--- src/rtl/wb_spi_target.sv ---
// wb_spi_target: SPI mode-0 target (MSB first, 8-bit frames) with RX/TX byte FIFOs behind a Wishbone port.
// Define SPI_TARGET_IRQ_EN to build the irq_o output and the IRQ_EN register at word address 2.

module wb_spi_target_fifo #(
    parameter int DEPTH = 16,
    parameter int AW    = $clog2(DEPTH)
) (
    input  logic          clk_i,
    input  logic          rst_i,
    input  logic          push,
    input  logic [7:0]    din,
    input  logic          pop,
    output logic [7:0]    dout,
    output logic          empty,
    output logic          full,
    output logic [AW:0]   count
);
    logic [7:0]  mem [DEPTH];
    logic [AW:0] wr_ptr_reg;
    logic [AW:0] rd_ptr_reg;
    logic        do_push;
    logic        do_pop;

    // Pointers carry one extra wrap bit so full and empty stay distinguishable.
    assign count   = wr_ptr_reg - rd_ptr_reg;
    assign empty   = (count == '0);
    assign full    = (count == (AW+1)'(DEPTH));
    assign do_push = push && !full;
    assign do_pop  = pop && !empty;
    assign dout    = mem[rd_ptr_reg[AW-1:0]];

    always_ff @(posedge clk_i) begin
        if (do_push) begin
            mem[wr_ptr_reg[AW-1:0]] <= din;
        end
    end

    always_ff @(posedge clk_i or negedge rst_i) begin
        if (!rst_i) begin
            wr_ptr_reg <= '0;
            rd_ptr_reg <= '0;
        end else begin
            if (do_push) wr_ptr_reg <= wr_ptr_reg + 1'b1;
            if (do_pop)  rd_ptr_reg <= rd_ptr_reg + 1'b1;
        end
    end
endmodule

module wb_spi_target #(
    parameter int         FIFO_DEPTH = 16,
    parameter logic [7:0] FILL_BYTE  = 8'hFF
) (
    input  logic        clk_i,
    input  logic        rst_i,
    input  logic        cyc_i,
    input  logic        stb_i,
    input  logic [1:0]  adr_i,
    input  logic        we_i,
    input  logic [31:0] dat_i,
    input  logic [3:0]  sel_i,
    output logic        ack_o,
    output logic [31:0] dat_o,
    input  logic        sck,
    input  logic        ss,
    input  logic        mosi,
    output logic        miso,
    output logic        miso_oe
`ifdef SPI_TARGET_IRQ_EN
    ,
    output logic        irq_o
`endif
);
    localparam int AW = $clog2(FIFO_DEPTH);

    logic [2:0]  meta_reg;
    logic [2:0]  sync_reg;
    logic        sck_d_reg;
    logic        ss_d_reg;
    logic        sck_s, ss_s, mosi_s;
    logic        ss_fall, ss_rise, spi_rise, spi_fall;

    logic        frame_active_reg;
    logic        miso_reg;
    logic [2:0]  bit_cnt_reg;
    logic [7:0]  rx_sh_reg;
    logic [7:0]  tx_sh_reg;
    logic        ack_reg;
    logic        ovr_reg, udr_reg;
    logic        ovr_next, udr_next;

    logic        tx_load, tx_push, tx_empty, tx_full;
    logic [7:0]  tx_head, tx_load_byte;
    logic [AW:0] tx_count_unused;
    logic        rx_push, rx_pop, rx_empty, rx_full;
    logic [7:0]  rx_byte, rx_head;
    logic [AW:0] rx_count;
    logic [31:0] rx_count_wide;
    logic [7:0]  rx_count_sat;

    logic        wb_acc, wb_wr, wb_rd, w1c;
    logic [31:0] status_word;
    logic [31:0] irq_en_rd;
    logic        bits_unused;

    assign bits_unused = ^{dat_i[31:8], sel_i[3:1]};

    // The ss stages reset to "asserted" so a frame already in progress at reset
    // produces no falling edge and is ignored until ss goes high and low again.
    always_ff @(posedge clk_i or negedge rst_i) begin
        if (!rst_i) begin
            meta_reg  <= '0;
            sync_reg  <= '0;
            sck_d_reg <= 1'b0;
            ss_d_reg  <= 1'b0;
        end else begin
            meta_reg  <= {ss, sck, mosi};
            sync_reg  <= meta_reg;
            sck_d_reg <= sck_s;
            ss_d_reg  <= ss_s;
        end
    end

    assign {ss_s, sck_s, mosi_s} = sync_reg;
    assign ss_fall  = ss_d_reg & ~ss_s;
    assign ss_rise  = ~ss_d_reg & ss_s;
    assign spi_rise = frame_active_reg & ~ss_rise & sck_s & ~sck_d_reg;
    assign spi_fall = frame_active_reg & ~ss_rise & ~sck_s & sck_d_reg;

    assign tx_load      = ss_fall | (spi_fall & (bit_cnt_reg == 3'd0));
    assign tx_load_byte = tx_empty ? FILL_BYTE : tx_head;
    assign rx_byte      = {rx_sh_reg[6:0], mosi_s};
    assign rx_push      = spi_rise & (bit_cnt_reg == 3'd7);

    always_ff @(posedge clk_i or negedge rst_i) begin
        if (!rst_i) begin
            frame_active_reg <= 1'b0;
            bit_cnt_reg      <= '0;
            rx_sh_reg        <= '0;
            tx_sh_reg        <= '0;
            miso_reg         <= 1'b1;
        end else if (ss_rise) begin
            frame_active_reg <= 1'b0;
            bit_cnt_reg      <= '0;
            miso_reg         <= 1'b1;
        end else if (ss_fall) begin
            frame_active_reg <= 1'b1;
            bit_cnt_reg      <= '0;
            tx_sh_reg        <= tx_load_byte;
            miso_reg         <= tx_load_byte[7];
        end else if (spi_rise) begin
            rx_sh_reg   <= rx_byte;
            bit_cnt_reg <= bit_cnt_reg + 3'd1;
        end else if (spi_fall) begin
            if (bit_cnt_reg == 3'd0) begin
                tx_sh_reg <= tx_load_byte;
                miso_reg  <= tx_load_byte[7];
            end else begin
                tx_sh_reg <= {tx_sh_reg[6:0], 1'b0};
                miso_reg  <= tx_sh_reg[6];
            end
        end
    end

    assign miso    = miso_reg;
    assign miso_oe = frame_active_reg;

    // Register side effects happen only in the acknowledge cycle.
    assign wb_acc  = ack_reg & cyc_i & stb_i;
    assign wb_wr   = wb_acc & we_i;
    assign wb_rd   = wb_acc & ~we_i;
    assign tx_push = wb_wr & (adr_i == 2'd0) & sel_i[0];
    assign rx_pop  = wb_rd & (adr_i == 2'd0);
    assign w1c     = wb_wr & (adr_i == 2'd1);

    wb_spi_target_fifo #(.DEPTH(FIFO_DEPTH)) u_tx_fifo (
        .clk_i (clk_i),
        .rst_i (rst_i),
        .push  (tx_push),
        .din   (dat_i[7:0]),
        .pop   (tx_load),
        .dout  (tx_head),
        .empty (tx_empty),
        .full  (tx_full),
        .count (tx_count_unused)
    );

    wb_spi_target_fifo #(.DEPTH(FIFO_DEPTH)) u_rx_fifo (
        .clk_i (clk_i),
        .rst_i (rst_i),
        .push  (rx_push),
        .din   (rx_byte),
        .pop   (rx_pop),
        .dout  (rx_head),
        .empty (rx_empty),
        .full  (rx_full),
        .count (rx_count)
    );

    // A new event wins over a clear landing in the same cycle.
    always_comb begin
        ovr_next = (ovr_reg & ~(w1c & dat_i[4])) | (rx_push & rx_full);
        udr_next = (udr_reg & ~(w1c & dat_i[5])) | (tx_load & tx_empty);
    end

    always_ff @(posedge clk_i or negedge rst_i) begin
        if (!rst_i) begin
            ack_reg <= 1'b0;
            ovr_reg <= 1'b0;
            udr_reg <= 1'b0;
        end else begin
            ack_reg <= ack_reg ? 1'b0 : (cyc_i & stb_i);
            ovr_reg <= ovr_next;
            udr_reg <= udr_next;
        end
    end

    assign ack_o = ack_reg;

`ifdef SPI_TARGET_IRQ_EN
    logic [2:0] irq_en_reg;
    logic       irq_reg;

    always_ff @(posedge clk_i or negedge rst_i) begin
        if (!rst_i) begin
            irq_en_reg <= '0;
            irq_reg    <= 1'b0;
        end else begin
            if (wb_wr && (adr_i == 2'd2)) irq_en_reg <= dat_i[2:0];
            irq_reg <= |(irq_en_reg & {udr_reg, ovr_reg, ~rx_empty});
        end
    end

    assign irq_o     = irq_reg;
    assign irq_en_rd = {29'd0, irq_en_reg};
`else
    assign irq_en_rd = '0;
`endif

    assign rx_count_wide = 32'(rx_count);
    assign rx_count_sat  = (rx_count_wide > 32'd255) ? 8'hFF : rx_count_wide[7:0];
    assign status_word   = {16'd0, rx_count_sat, 1'b0, frame_active_reg, udr_reg, ovr_reg,
                            tx_full, tx_empty, rx_full, rx_empty};

    always_comb begin
        dat_o = '0;
        case (adr_i)
            2'd0:    dat_o = rx_empty ? 32'd0 : {24'd0, rx_head};
            2'd1:    dat_o = status_word;
            2'd2:    dat_o = irq_en_rd;
            default: dat_o = '0;
        endcase
    end
endmodule
--- config.mk ---
export PLATFORM = sky130hd
export DESIGN_NAME = wb_spi_target
export DESIGN_NICKNAME = d
export VERILOG_FILES = /design/src/rtl/wb_spi_target.sv
export SDC_FILE = /design/constraint.sdc
export NUM_CORES = 1
export LEC_CHECK = 0
export BUFFER_PORTS_ARGS = -buffer_cell sky130_fd_sc_hd__buf_2
export CAP_MARGIN = 40
export CORE_AREA = 8 8 163 165
export DETAILED_ROUTE_END_ITERATION = 7
export DIE_AREA = 0 0 171 173
export MAX_ROUTING_LAYER = met4
export PLACE_DENSITY = 0.79
export SETUP_SLACK_MARGIN = 0.15
export SLEW_MARGIN = 20
export SYNTH_ARGS = -nofsm -noshare
export SYNTH_HDL_FRONTEND = slang
export SYNTH_SLANG_ARGS = --single-unit
--- constraint.sdc ---
create_clock -name clk_i -period 3.6 [get_ports clk_i]
set_clock_uncertainty 0.15 [all_clocks]
set_input_delay 0.36 -clock clk_i [delete_from_list [all_inputs] [get_ports clk_i]]
set_output_delay 0.36 -clock clk_i [all_outputs]
set_load 0.02 [all_outputs]
==> out/results.txt, run 1 <==
first-pass GRT wire length: 39300 µm
Placeable Area: 24000 µm²
PwrDens: 630 nW/µm²
Critical Path RT: 3090 ps
worst-skew pair later-pin latency: 540 ps
Die H: 173 µm
via density per instance: 5.79
vias: 6581
drt drc: 0
Layout Cells excl Fill: 1137
top_reg_cell synth: edfxtp_1
hold crit path type: in2reg
worst-path fanout max: 8
PortBufs: 34
CTS Buffer Depth: 3
min setup slack post-route: 130 ps
CP Class: reg2out
hold_sp: dat_i[7]
Seq/Total Area, Yosys: 0.703
row count: 57
leading area contributor after synthesis: edfxtp_1
crit path DAT: 2960 ps
first-pass detailed-route iteration total: 5
Max VDD drop: 399 µV
CP max-delay cell: dfrtp_1
final worst path period need: 3470 ps
dpl hpwl: 16500 µm
Die W: 171 µm
Synth Warn #: 0
post-synthesis register bit count: 306
Critical Path Source Type: flip-flop
routability cong.: 0.835
Layout Area Growth over Synthesis: 13.6%
layout cell share with drive strength beyond 1: 0.259
IO Pins: 81
NumNets Final: 857
most used cell, CP: inv_2
CP endpoint kind: primary output
Die ar.: 29600 µm²
CTS Root Cell: clkbuf_16
placed cell count: 1067
Max stage delay on crit path: 430 ps
Syn Std Cell Area: 12700 µm²
total wire length: 24900 µm
Critical Path Start: u_rx_fifo.wr_ptr_reg[0]
DP Worst Slack: 207 ps
Post-synth top cells: 256 x edfxtp_1, 72 x mux4_2, 49 x dfrtp_1
Overflow after GRT: 0
Initial Utilization: 0.531
period utilization: 0.964
cts bufs inserted: 30
status: finished clean
RSZ-0062 raised after global routing: true
Slew Limit Fails: 0
Async SR Flop Fraction: 0.163
Yosys cell types: 54
EDFF count, synth: 256
leakage power: 5.11 nW
WP buf/inv: 3
H-tree depth: 1
R2R setup slack: 430 ps
Starting DRT DRC Count: 662
CTS sink cnt: 306
largest net degree at the start of global routing: 36
total power: 9.10 mW
Syn Inst Count: 711
final hold vios: 0
drt wl/cell: 21.9 µm
number of global-route vias before repair: 6802
RR Startpoint: u_rx_fifo.wr_ptr_reg[0]
maximum operating frequency: 0.288 GHz
syn_area_per_cell: 17.9 µm²
max-cap violation count: 0
clock transition at the registers of the reported paths: 60 ps
most frequent cell after synthesis: edfxtp_1
CP top delay family: simple AND/OR/NAND/NOR gates
GR Util All Layers: 0.175
DRT antenna net count: 0
Min Hold Slack: 48.4 ps
final setup violating endpoints: 0
area share of the largest cell type after synthesis: 0.605
top post-synthesis cells by area: edfxtp_1 60%, mux4_2 13%, dfrtp_1 9.6%
max_slew headroom: 0.549
CTS tree: yes
Worst-Margin Slew: 677 ps
initial antenna violation count: 2
worst path cell trace: inv_2, ha_4, inv_2, fa_2, xnor2_2, nand3b_1, nand4b_1, a21boi_4, nand2b_4, o22ai_2, buf_6
==> worst register-to-register path, delay by kind of cell (launching register included) <==
| kind | cells | cell delay (ps) |
|---|---|---|
| and+or+nand+nor | 2 | 840 |
| adders and majority gates | 2 | 550 |
| AOI/OAI and AO/OA | 3 | 520 |
| DFF | 1 | 430 |
| xor gates and xnor gates | 1 | 170 |
| buffers and inverters | 2 | 160 |
==> logic make-up after synthesis <==
group / share of synthesized area
AOI/OAI and AO/OA: 0.0356
xor gates and xnor gates: 0.0152
other: 0.000295
DFF: 0.703
muxes: 0.135
buffers and inverters: 0.0311
adders and majority gates: 0.0242
and+or+nand+nor: 0.0558
==> area by class of cell <==
class                      count  area [µm²]
antenna                        2        5.00
clock buffer                  40         862
clock inverter                16        91.3
fill                        1720        9520
inverter                      29         109
multi-input combinational    349        3530
sequential                   306        8940
tap                          324         405
timing repair buffer          71         500
==> path summary, 6_finish.rpt <==
check | end | depth (start not counted)
min reg2reg | sync_reg[2] | 0
max reg2reg | u_rx_fifo.mem[8][7] | 10
min | u_tx_fifo.mem[1][7] | 1
max in group asynchronous | miso | 4
min in group asynchronous | bit_cnt_reg[1] | 2
max | dat_o[1] | 11
==> layer usage <==
layer	vias to the layer above	wire length, µm	track usage
li1	2927	-	-
met1	3387	10600	0.239
met3	38	1920	0.0403
met2	229	11900	0.266
met5	-	0	-
met4	0	468	0.0439
==> power breakdown <==
| group | internal, mW | leakage (nW) | switching (mW) |
|---|---|---|---|
| registers | 4.12 | 2.92 | 0.230 |
| logic | 0.810 | 1.72 | 0.989 |
| clock network | 1.68 | 0.469 | 1.27 |
| total | 6.61 | 5.11 | 2.49 |
==> per-stage QoR <==
stage,instance area (µm²),util,TNS (ps)
CTS,14300,0.598,0
global placement,13300,0.553,0
finish,14400,0.603,0
floorplan,12800,-,-4040
global route,14400,0.603,0
detailed placement,13300,0.554,0
==> cells in the final DEF (no fill, tap or decap), types with 11 or more instances in the layout <==
| cell | instances |
|---|---|
| xnor2_1 | 11 |
| inv_1 | 21 |
| clkbuf_16 | 33 |
| ha_1 | 22 |
| mux4_2 | 72 |
| clkinv_1 | 11 |
| and3_1 | 15 |
| nor2_1 | 24 |
| edfxtp_1 | 256 |
| nand2_1 | 34 |
| conb_1 | 19 |
| o22ai_1 | 16 |
| buf_2 | 30 |
| dfrtp_1 | 47 |
| o21ai_0 | 19 |
| buf_4 | 30 |
==> repair_timing <==
| action | CTS | global route |
|---|---|---|
| hold buffers | 6 | 0 |
| resized for setup | 9 | 15 |
| setup buffers | 1 | 4 |
| pin swaps | 5 | 7 |
| endpoints found under the hold margin | 38 | 0 |
| endpoints found under the setup margin | 8 | 56 |
Power figures use the tool's default switching activity.
==> run 2: changes to the inputs <==
--- a/config.mk
+++ b/config.mk
@@ -11,4 +11,5 @@
 export DETAILED_ROUTE_END_ITERATION = 7
 export DIE_AREA = 0 0 171 173
+export GPL_TIMING_DRIVEN = 0
 export MAX_ROUTING_LAYER = met4
 export PLACE_DENSITY = 0.79
==> constraint.sdc (replaced) <==
create_clock -name clk_i -period 3.6 [get_ports clk_i]
set_clock_uncertainty 0.15 [all_clocks]
set_input_delay 0.72 -clock clk_i [delete_from_list [all_inputs] [get_ports clk_i]]
set_output_delay 0.72 -clock clk_i [all_outputs]
set_load 0.02 [all_outputs]
==> out/results.txt, run 2 (synthesized netlist as in run 1, its figures left out) <==
total wire length: 28400 µm
placed inst area: 13500 µm²
CP Class: reg2out
Post-Layout Inst Area: 15100 µm²
CTS sink cnt: 306
dpl hpwl: 17200 µm
worst path cell trace: buf_6, buf_8, inv_4, fa_2, xnor2_2, nand3b_1, nand4b_1, a21boi_4, nand2b_4, o22ai_2, buf_6
CTS Buffer Depth: 3
Slew Limit Fails: 0
r2r worst-path depth: 10
area of the multi-input gates: 3770 µm²
Reg area: 8940 µm²
largest net degree at the start of global routing: 51
H-tree depth: 1
hold crit path type: in2async
max_slew headroom: 0.480
setup TNS: -2160 ps
layout cell share with drive strength beyond 1: 0.336
Die H: 173 µm
CTS tree: yes
cts bufs inserted: 29
period utilization: 1.09
NumNets Final: 907
Max stage delay on crit path: 410 ps
failing checks: setup timing
drt wl/cell: 24.0 µm
CTS Root Cell: clkbuf_16
Critical Path Source Type: flip-flop
Overflow after GRT: 0
PwrDens: 614 nW/µm²
placed cell count: 1094
vias: 7083
Die ar.: 29600 µm²
DRT antenna net count: 0
CP Depth: 11
fillers: 1571
Die W: 171 µm
final setup violating endpoints: 8
crit path DAT: 3050 ps
Worst-Margin Slew: 779 ps
CP top delay family: simple AND/OR/NAND/NOR gates
CP max-delay cell: fa_2
worst-path fanout max: 8
Layout Cells excl Fill: 1184
Initial Utilization: 0.531
first-pass detailed-route iteration total: 5
first-pass GRT wire length: 42700 µm
most frequent cells in the layout: 256 x edfxtp_1, 72 x mux4_2, 55 x buf_4
Critical Path RT: 2730 ps
CP endpoint kind: primary output
worst-skew pair later-pin latency: 550 ps
number of global-route vias before repair: 7088
PortBufs: 34
GR Util All Layers: 0.196
drt drc: 0
leakage power: 5.39 nW
maximum operating frequency: 0.255 GHz
via density per instance: 5.98
final worst path period need: 3920 ps
clock transition at the registers of the reported paths: 70 ps
most used cell, CP: buf_6
WP buf/inv: 4
status: finished with violations
RSZ-0062 raised after global routing: true
min setup slack post-route: -318 ps
routability cong.: 0.863
row count: 57
Max VDD drop: 413 µV
max-cap violation count: 0
final hold vios: 0
Starting DRT DRC Count: 803
initial antenna violation count: 1
most common cell after layout, fill and taps aside: edfxtp_1
IO Pins: 81
Placeable Area: 24000 µm²
Layout Area Growth over Synthesis: 19.1%
## run 2: changes by cell type in the layout (fill, tap and decap cells not counted), sizes merged
cell / change
buf: +46
bufinv: +1
clkbuf: +14
clkinv: -8
diode: -1
dlygate4sd3: -6
inv: +1
## run 2: final timing paths
| path | endpoint | slack (ps) | startpoint |
|---|---|---|---|
| worst max-delay path | dat_o[1] | -320 | u_rx_fifo.rd_ptr_reg[1] |
| worst min-delay path | u_rx_fifo.rd_ptr_reg[2] | 50 | rst_i |
| worst max register to register | u_rx_fifo.mem[3][7] | 280 | u_rx_fifo.wr_ptr_reg[0] |
| worst min register to register | sync_reg[1] | 190 | meta_reg[1] |
| max in group asynchronous | meta_reg[0] | 2770 | rst_i |
| min in group clk_i | meta_reg[2] | 120 | ss |
## run 2: worst reg2reg max path, cell delays in order, from the launching register on
cell	delay [ps]
dfrtp_1	390
inv_2	100
ha_4	140
inv_2	40
fa_2	530
nand3b_1	140
nand4b_1	250
a21o_1	330
nand2_4	230
nor4b_4	500
buf_4	240
## run 2: final cells by class
type	count	share of cell area
diodes	1	0.000165
plain buffers	45	0.0243
multi-input cells	349	0.249
repair buffers	77	0.0430
inverters	29	0.00752
well taps	324	0.0268
clock inverters	10	0.00612
flip-flops and latches	306	0.590
clock buffers	43	0.0527
## run 2: timing repair
action                                 4_1_cts  5_1_grt
endpoints found under the hold margin        0        0
setup buffers                               18       14
pin swaps                                   12        6
gates resized for setup                     80       21
gates cloned                                 3        0
hold buffers                                 0        0
setup endpoints to repair                  260      248
## run 2: through the flow
step	power, mW	util	setup WS (ps)	hold slack (ps)
3_5_place_dp	6.23	0.563	-672	186
4_1_cts	9.25	0.624	-115	86.7
5_1_grt	9.64	0.632	-458	101
3_3_place_gp	6.17	0.557	-1160	183
2_1_floorplan	5.65	-	5.37	181
6_report	9.30	0.632	-318	48.9
## run 2: per-layer routing
metal	part of all wire	wire length (µm)	track usage
met1	0.41	11500	0.265
met2	0.49	13900	0.307
met3	0.090	2570	0.0342
met4	0.016	444	0.0446
met5	0	0	-
## run 2: power breakdown
| part | internal (mW) | switching [mW] |
|---|---|---|
| clock network | 1.61 | 1.24 |
| logic | 0.979 | 1.11 |
| registers | 4.12 | 0.235 |
